==> config.mk <==
export PLATFORM = sky130hd
export DESIGN_NAME = add_serial_n
export DESIGN_NICKNAME = d
export VERILOG_FILES = /design/src/rtl/add_serial_n.sv
export SDC_FILE = /design/constraint.sdc
export NUM_CORES = 1
export LEC_CHECK = 0
export CORE_MARGIN = 1
export CORE_UTILIZATION = 40
export CTS_BUF_LIST = sky130_fd_sc_hd__clkbuf_4 sky130_fd_sc_hd__clkbuf_8 sky130_fd_sc_hd__clkbuf_16
export DETAILED_ROUTE_END_ITERATION = 8
export PLACE_DENSITY = 0.72
export SLEW_MARGIN = 30
export SYNTH_ARGS = -nofsm -noshare
export SYNTH_HDL_FRONTEND = slang
export SYNTH_SLANG_ARGS = --single-unit
==> constraint.sdc <==
create_clock -name clk_i -period 1.4 [get_ports clk_i]
set_input_delay 0.14 -clock clk_i [delete_from_list [all_inputs] [get_ports clk_i]]
set_output_delay 0.14 -clock clk_i [all_outputs]
set_load 0.01 [all_outputs]
==> src/rtl/add_serial_n.sv <==
// -----------------------------------------------------------------------------
// add_serial_n
// -----------------------------------------------------------------------------
// Purpose:
//   Bit-serial (n+1)-bit adder. Both operands are zero- or sign-extended to
//   n+1 bits and added LSB-first, one bit per clock, through a single full
//   adder and a carry flop. The result format matches the team's serial
//   subtractor: an n-bit sum plus an over flag holding bit n of the extended
//   sum. A start/busy/done handshake talks to the ALU sequencer.
//
// Parameters:
//   n     operand/result width in bits (n >= 2)
//   sign  0: operands zero-extended (unsigned)
//         1: operands sign-extended (two's complement)
//
// Ports:
//   clk_i    in   1  clock, rising edge active
//   rst_i    in   1  asynchronous, active-high reset
//   start_i  in   1  request; only looked at in IDLE or DONE
//   data0_i  in   n  operand A, captured on the accepting edge only
//   data1_i  in   n  operand B, captured on the accepting edge only
//   busy_o   out  1  high while the adder is shifting (n+1 cycles)
//   done_o   out  1  one-cycle pulse, result valid from this cycle on
//   data_o   out  n  sum[n-1:0], held until the next completion
//   over_o   out  1  sum[n], held until the next completion
//
// Timing (accepting edge = E0):
//   E1 .. E(n+1)  one sum bit per edge, LSB first
//   E(n+1)        data_o/over_o loaded, done_o rises, busy_o falls
//   Holding start_i high gives one result every n+2 cycles.
// -----------------------------------------------------------------------------
module add_serial_n #(
    parameter int n    = 8,
    parameter bit sign = 1'b0
) (
    input  logic         clk_i,
    input  logic         rst_i,
    input  logic         start_i,
    input  logic [n-1:0] data0_i,
    input  logic [n-1:0] data1_i,
    output logic         busy_o,
    output logic         done_o,
    output logic [n-1:0] data_o,
    output logic         over_o
);

    // Bit counter wide enough to hold the value n (last shift index).
    localparam int CW = $clog2(n + 1);
    localparam logic [CW-1:0] CNT_LAST = CW'(n);
    localparam logic [CW-1:0] CNT_ONE  = CW'(1);
    localparam logic [CW-1:0] CNT_ZERO = CW'(0);

    typedef enum logic [1:0] {
        ST_IDLE  = 2'd0,
        ST_SHIFT = 2'd1,
        ST_DONE  = 2'd2
    } state_t;

    // -------------------------------------------------------------------------
    // Full adder: returns {carry_out, sum}.
    // -------------------------------------------------------------------------
    function automatic logic [1:0] full_add(
        input logic a,
        input logic b,
        input logic c
    );
        logic s_v;
        logic c_v;
        s_v = a ^ b ^ c;
        c_v = (a & b) | (a & c) | (b & c);
        return {c_v, s_v};
    endfunction

    // -------------------------------------------------------------------------
    // Operand extension to n+1 bits.
    // -------------------------------------------------------------------------
    function automatic logic [n:0] extend(input logic [n-1:0] d);
        logic top_v;
        top_v = sign ? d[n-1] : 1'b0;
        return {top_v, d};
    endfunction

    // State and datapath registers.
    state_t         r_state;
    logic [n:0]     r_a;
    logic [n:0]     r_b;
    logic           r_carry;
    logic [CW-1:0]  r_cnt;
    // Holds sum bits 0..n-1 once n shifts have happened. Bit n (the final
    // sum bit) is never stored here; it goes straight into over_o on the
    // completing edge, while r_res still holds bits 0..n-1 unshifted.
    logic [n-1:0]   r_res;
    logic           r_busy;
    logic           r_done;
    logic [n-1:0]   r_data;
    logic           r_over;

    // Combinational control and datapath signals.
    state_t         w_state_nxt;
    logic           w_accept;
    logic           w_step;
    logic           w_finish;
    logic           w_last;
    logic [1:0]     w_fa;
    logic           w_sum_bit;
    logic           w_carry_nxt;
    logic [n:0]     w_ext_a;
    logic [n:0]     w_ext_b;

    // Extension, full adder and end-of-operation detect.
    always_comb begin
        w_ext_a     = extend(data0_i);
        w_ext_b     = extend(data1_i);
        w_fa        = full_add(r_a[0], r_b[0], r_carry);
        w_sum_bit   = w_fa[0];
        w_carry_nxt = w_fa[1];
        w_last      = (r_cnt == CNT_LAST);
    end

    // Next-state decode and per-edge datapath controls.
    always_comb begin
        w_state_nxt = r_state;
        w_accept    = 1'b0;
        w_step      = 1'b0;
        w_finish    = 1'b0;
        case (r_state)
            ST_IDLE: begin
                if (start_i) begin
                    w_state_nxt = ST_SHIFT;
                    w_accept    = 1'b1;
                end else begin
                    w_state_nxt = ST_IDLE;
                end
            end
            ST_SHIFT: begin
                // start_i is deliberately not looked at here.
                w_step = 1'b1;
                if (w_last) begin
                    w_state_nxt = ST_DONE;
                    w_finish    = 1'b1;
                end else begin
                    w_state_nxt = ST_SHIFT;
                end
            end
            ST_DONE: begin
                if (start_i) begin
                    w_state_nxt = ST_SHIFT;
                    w_accept    = 1'b1;
                end else begin
                    w_state_nxt = ST_IDLE;
                end
            end
            default: begin
                w_state_nxt = ST_IDLE;
            end
        endcase
    end

    // FSM state register.
    always_ff @(posedge clk_i or posedge rst_i) begin
        if (rst_i) begin
            r_state <= ST_IDLE;
        end else begin
            r_state <= w_state_nxt;
        end
    end

    // Handshake flags registered from the next state so they line up with it.
    always_ff @(posedge clk_i or posedge rst_i) begin
        if (rst_i) begin
            r_busy <= 1'b0;
            r_done <= 1'b0;
        end else begin
            r_busy <= (w_state_nxt == ST_SHIFT);
            r_done <= (w_state_nxt == ST_DONE);
        end
    end

    // Operand shift registers, carry flop, bit counter and partial result.
    always_ff @(posedge clk_i or posedge rst_i) begin
        if (rst_i) begin
            r_a     <= '0;
            r_b     <= '0;
            r_carry <= 1'b0;
            r_cnt   <= CNT_ZERO;
            r_res   <= '0;
        end else if (w_accept) begin
            r_a     <= w_ext_a;
            r_b     <= w_ext_b;
            r_carry <= 1'b0;
            r_cnt   <= CNT_ZERO;
            r_res   <= '0;
        end else if (w_step) begin
            r_a     <= {1'b0, r_a[n:1]};
            r_b     <= {1'b0, r_b[n:1]};
            r_carry <= w_carry_nxt;
            r_cnt   <= r_cnt + CNT_ONE;
            r_res   <= {w_sum_bit, r_res[n-1:1]};
        end else begin
            r_a     <= r_a;
            r_b     <= r_b;
            r_carry <= r_carry;
            r_cnt   <= r_cnt;
            r_res   <= r_res;
        end
    end

    // Result outputs: only updated on completion, so no partial sum leaks out.
    // On the completing edge r_res already holds sum[n-1:0] and the adder is
    // producing sum[n]; the carry out of bit n is dropped.
    always_ff @(posedge clk_i or posedge rst_i) begin
        if (rst_i) begin
            r_data <= '0;
            r_over <= 1'b0;
        end else if (w_finish) begin
            r_data <= r_res;
            r_over <= w_sum_bit;
        end else begin
            r_data <= r_data;
            r_over <= r_over;
        end
    end

    assign busy_o = r_busy;
    assign done_o = r_done;
    assign data_o = r_data;
    assign over_o = r_over;

endmodule
# [After elaboration in Yosys (flattened, before gate mapping)]
# Cells that the tools add are included.
[op_classes] n_addsub=1 n_eq_ne=5 reduce_logical=3 n_bitwise=7 muxes=18
[op_table] op="9-bit 2-to-1 mux" count=4
[op_table] op="8-bit 2-to-1 mux" count=2
[op_table] op="1-bit 2-to-1 mux" count=8
[op_table] op="4-bit 2-to-1 mux" count=2
[op_table] op="4-bit by 1-bit adder with 4-bit output, second input constant" count=1
[op_table] op="2-bit by 1-bit == test with 1-bit output, second input constant" count=2
[op_table] op="2-bit == test, second input constant" count=2
[op_table] op="4-bit == test, second input constant" count=1
[op_table] op="2-bit case mux with 2 select lines" count=1
[op_table] op="1-bit AND" count=3
[op_table] op="2-bit logical NOT" count=1
[op_table] op="2-bit 2-to-1 mux" count=1
[op_table] op="1-bit bitwise OR" count=2
[op_table] op="2-bit nonzero test" count=1
[op_table] op="2-bit OR reduction" count=1
[op_table] op="1-bit bitwise XOR" count=2
[word_totals] output_inout_bits=11 reg_bits=44 elab_cells=44 in_bits=19

# [Logic depth before layout (Yosys ltp)]
[logic_depth] ltp_word=5 ltp_mapped=6 ltp_nobuf=5

# [Least setup slack after synthesis]
# No wires, ideal clock.
[synth_path] path_type="register to register" from="register r_cnt[0]" to="register r_data[0], in the netlist data_o[0]" stages_incl_launch_ff=7 setup_slack_ns=-0.077 arrival_ns=1.352 setup_time_ns=0.125 period_less_slack_ns=1.477 required_time_ns=1.275 path_buffers=1 path_cell_list="dfrtp_1 > inv_1 > ha_1 > and3b_4 > and2_4 > buf_6 > mux2_4"
[synth_between] elab_chain_len=3
[synth_rtl] item="start, declared" line="88" rtl="logic [CW-1:0] r_cnt;"
[synth_rtl] item="start signal, assigned" line="197" rtl="r_cnt <= r_cnt + CNT_ONE;"
[synth_rtl] item="start signal, assigned" line="203" rtl="r_cnt <= r_cnt;"
[synth_rtl] item="4-bit == test" line="117" rtl="w_last = (r_cnt == CNT_LAST);"
[synth_rtl] item="1-bit 2-to-1 mux" line="138" rtl="if (w_last) begin"
[synth_rtl] item="1-bit 2-to-1 mux" line="126" rtl="case (r_state)"
[synth_rtl] item="end signal, assigned" line="216" rtl="r_data <= r_res;"
[synth_rtl] item="end signal, assigned" line="219" rtl="r_data <= r_data;"
[synth_rtl] item="end, declared" line="95" rtl="logic [n-1:0] r_data;"
# No other way between the ends.
# A chain may end at the register's enable or synchronous reset.

# [Worst setup path in the final report]
[layout_path] from="register r_cnt[0]" to="register r_data[2], in the netlist data_o[2]"
# Same word-level chain as after synthesis.

==> impl_results.rst <==
.. list-table::
   :header-rows: 1

   * - Metric
     - Value
   * - Sort of element at the end of the critical path
     - register
   * - Cell types occupying the most area after synthesis
     - dfrtp_1 (60%), mux2_4 (6.8%), a22oi_1 (5.1%), a22o_1 (5.0%), nand3_1 (3.7%)
   * - Row count
     - 23
   * - Number of filler instances in the final layout
     - 335
   * - WHS
     - 0.206 ns
   * - Nets
     - 208
   * - Post-synth top area share
     - 0.598
   * - Total wire length
     - 3470 microns
   * - Startpoint Class
     - register
   * - Global-route wire length before repair
     - 5670 microns
   * - Violations in the final reports
     - setup timing
   * - Setup repair after global routing missed its margin
     - true
   * - Fraction of registers with async set/reset
     - 1.00
   * - CTS max path bufs
     - 2
   * - Grt total ovfl
     - 0
   * - Worst max-slew margin expressed relative to the limit
     - 0.672
   * - Count of port buffers added during placement
     - 29
   * - I/O pin count
     - 30
   * - Register cell area after layout
     - 1050 sq um
   * - Largest vdd supply drop
     - 0.000732 V
   * - Total Routing Usage GR
     - 0.168
   * - Largest net degree at the start of global routing
     - 43
   * - H-tree level count
     - 2
   * - Post-synthesis area per instance
     - 12.4 sq um
   * - Number of failing setup endpoints in the final timing report
     - 5
   * - Final Max Tran Viols
     - 0
   * - Area of the core
     - 4120 sq um
   * - Peak clock frequency supported by timing
     - 705 MHz
   * - Static Leakage
     - 1.10 nW
   * - Die span in x
     - 68.3 microns
   * - Most frequently used flop master after synthesis
     - dfrtp_1
   * - Count of placed standard cells including taps
     - 224
   * - Launching point of the worst reg2reg path
     - r_cnt[0]
   * - Number of enable flip-flop cells after synthesis
     - 0
   * - Antenna diodes
     - 0
   * - Post-detailed-route count of antenna-violating nets
     - 0
   * - Worst-path fanout max
     - 5
   * - Source-to-sink clock delay at the later pin of the worst-skew pair
     - 0.29 ns
   * - Class of the tightest hold or removal check
     - primary input to async pin
   * - Non-filler cells in the finished layout
     - 237
   * - Die area
     - 4660 sq um
   * - Most instantiated library cell after synthesis
     - dfrtp_1
   * - Y dimension of the die
     - 68.3 microns
   * - Depth of the worst register-to-register path
     - 5
   * - Number of antenna violations at the first check in global routing
     - 0
   * - Detailed-routing iteration count for the pre-antenna-repair pass
     - 4
   * - Clk slew on worst S/H paths
     - 0.08 ns
   * - Final Hold Fails
     - 0
   * - Count of yosys warnings during synthesis
     - 0
   * - Synth unique cells
     - 29
   * - Reg-to-reg slack, setup
     - -0.02 ns
   * - Final critical delay including setup and external delays
     - 1.42 ns
   * - Net Count, Synth
     - 164
   * - Setup slack at placement
     - -0.247 ns
   * - Worst path required time
     - 1.57 ns
   * - Starting density of the core
     - 0.427
   * - Area added between synthesis and finish
     - 33.0%
   * - Library cell with the largest summed area after synthesis
     - dfrtp_1
   * - First element of the critical path
     - r_cnt[0]
   * - Cts bufs inserted
     - 5
   * - Share of layout cells above drive strength 1
     - 0.209
   * - Layout Utilization
     - 0.568
   * - Area taken by multi-input logic gates
     - 637 sq um
   * - Actual transition at the worst max-transition pin
     - 0.491 ns
   * - Total vias in the final route
     - 1,229
   * - CP Class
     - register to register
   * - #FFs+latches synth
     - 42
   * - End of the worst register-to-register path
     - data_o[2]
   * - Synthesized area
     - 1760 sq um
   * - Run status
     - finished, violations left
   * - Final clock period utilization by the worst path
     - 1.01
   * - TritonCTS clock tree
     - yes
   * - Master cell of the clock root buffer
     - clkbuf_8
   * - Via density per instance
     - 5.19
   * - Total half-perimeter wirelength after legalization and detailed placement
     - 2370 microns
   * - Remaining routing DRC violations
     - 0
   * - Ratio of total power to cell area
     - 2140 nW/um^2
   * - Setup slack after layout
     - -0.0184 ns
   * - Cells after synthesis
     - 142
   * - Worst clock skew on the final layout
     - 0.00847 ns
   * - Total clock sinks
     - 42
   * - Total power consumption of the routed design
     - 0.00501 W
   * - Max Cap Viol
     - 0
   * - Critical path arrival
     - 1.59 ns
   * - Top cells by count, synth
     - dfrtp_1 (42), nand2_1 (13), nand3_1 (13), a22oi_1 (12), a22o_1 (10)
   * - DRT iter0 DRCs
     - 75
   * - Routability congestion estimate from global placement
     - 0.824
   * - Average detailed-routed wire length per instance
     - 14.7 microns
   * - Sequential element share of the synthesized area
     - 0.598
   * - Termination of the worst setup path
     - data_o[2]
   * - Number of global-route vias before repair
     - 1,216
sequential cells by signal (all words and copies together) (netlist names):
register and flops:
data_o 8, r_a 8, r_b 8, r_res 8, r_cnt 4, r_state 2, busy_o 1, done_o 1
over_o 1, r_carry 1
report_power, final:
| part | internal [W] | switching [W] |
|---|---|---|
| clock | 0.000525 | 0.000406 |
| combinational | 0.00112 | 0.000920 |
| sequential | 0.00173 | 0.000305 |
| total | 0.00338 | 0.00163 |
worst max-delay path, stage by stage (launching register included):
cell	delay (ns)
dfrtp_1	0.39
inv_1	0.06
ha_1	0.14
and3b_4	0.20
and2_4	0.20
mux2_4	0.30
through the flow:
step                setup TNS [ns]  cell area (sq um)
floorplan                   -0.499               1760
global placement             -1.92               2180
detailed placement           -3.19               2180
CTS                         -0.161               2310
global route                -0.475               2340
finish                     -0.0817               2340
routing by layer:
layer  vias to the layer above  global-route usage  wire length [microns]
li1                        589                   -                      -
met2                        35               0.263                   1690
met1                       600               0.221                   1610
met5                         -                   0                      0
met3                         5              0.0417                    131
met4                         0              0.0703                     47
area by class of cell:
type / instances / area share
Sequential cell: 42 / 0.450
Multi-Input combinational cell: 84 / 0.273
Timing Repair Buffer: 47 / 0.194
Clock buffer: 5 / 0.0295
Tap cell: 50 / 0.0268
Clock inverter: 3 / 0.0171
Inverter: 6 / 0.00964
cell families (layout without fill, tap and decap cells):
kind of cell / Yosys count / count (layout) / synth area share
AO/OA/AOI/OAI: 31 / 31 / 0.137
XOR/XNOR: 1 / 1 / 0.00499
adder cells (fa/ha/maj): 3 / 3 / 0.0256
buffers and inverters: 17 / 61 / 0.0470
flip-flops: 42 / 42 / 0.598
multiplexers: 9 / 9 / 0.0741
AND/OR/NAND/NOR: 39 / 40 / 0.113
worst min path at each step:
stage               slack [ns]       start        end  depth (start not counted)
detailed placement        0.47     r_carry    r_carry                          1
global route              0.23       rst_i  data_o[4]                          3
CTS                       0.22       rst_i  data_o[4]                          3
floorplan                 0.27  data0_i[1]     r_a[1]                          2
global placement          0.47    r_cnt[3]   r_cnt[3]                          1
finish                    0.21       rst_i  data_o[4]                          3
cells in the final DEF (no fill, tap or decap):
cell type        netlist  final
nand2b_1               2      2
nand3_1               13     13
fa_1                   1      1
bufinv_16              0      1
a22o_1                10     10
a22oi_1               12     12
clkbuf_8               0      5
o21ai_0                3      3
mux2i_1                1      1
buf_6                  1      1
nand2_1               13     13
inv_1                  6      6
dfrtp_1               42     42
and2b_1                1      1
and2_4                 1      2
nand3b_1               1      1
nor2_1                 2      1
xnor2_1                1      1
nand4_1                1      1
buf_4                  1     15
a21oi_1                2      2
mux2_4                 8      8
and3b_4                1      1
and2_1                 1      1
buf_12                 0      2
a221o_1                2      2
clkinv_2               0      2
nor3_1                 2      2
nor2_2                 0      1
ha_1                   2      2
o2bb2ai_1              2      2
clkdlybuf4s50_1        0     29
nor2b_2                0      1
what timing repair did:
item	in CTS	in global routing
hold endpoints to repair	0	0
resized for setup	4	0
buffers inserted	0	4
cloned	1	0
setup endpoints to repair	22	11
hold buffers	0	0
pin swaps	2	1
Power figures use the tool's default switching activity.
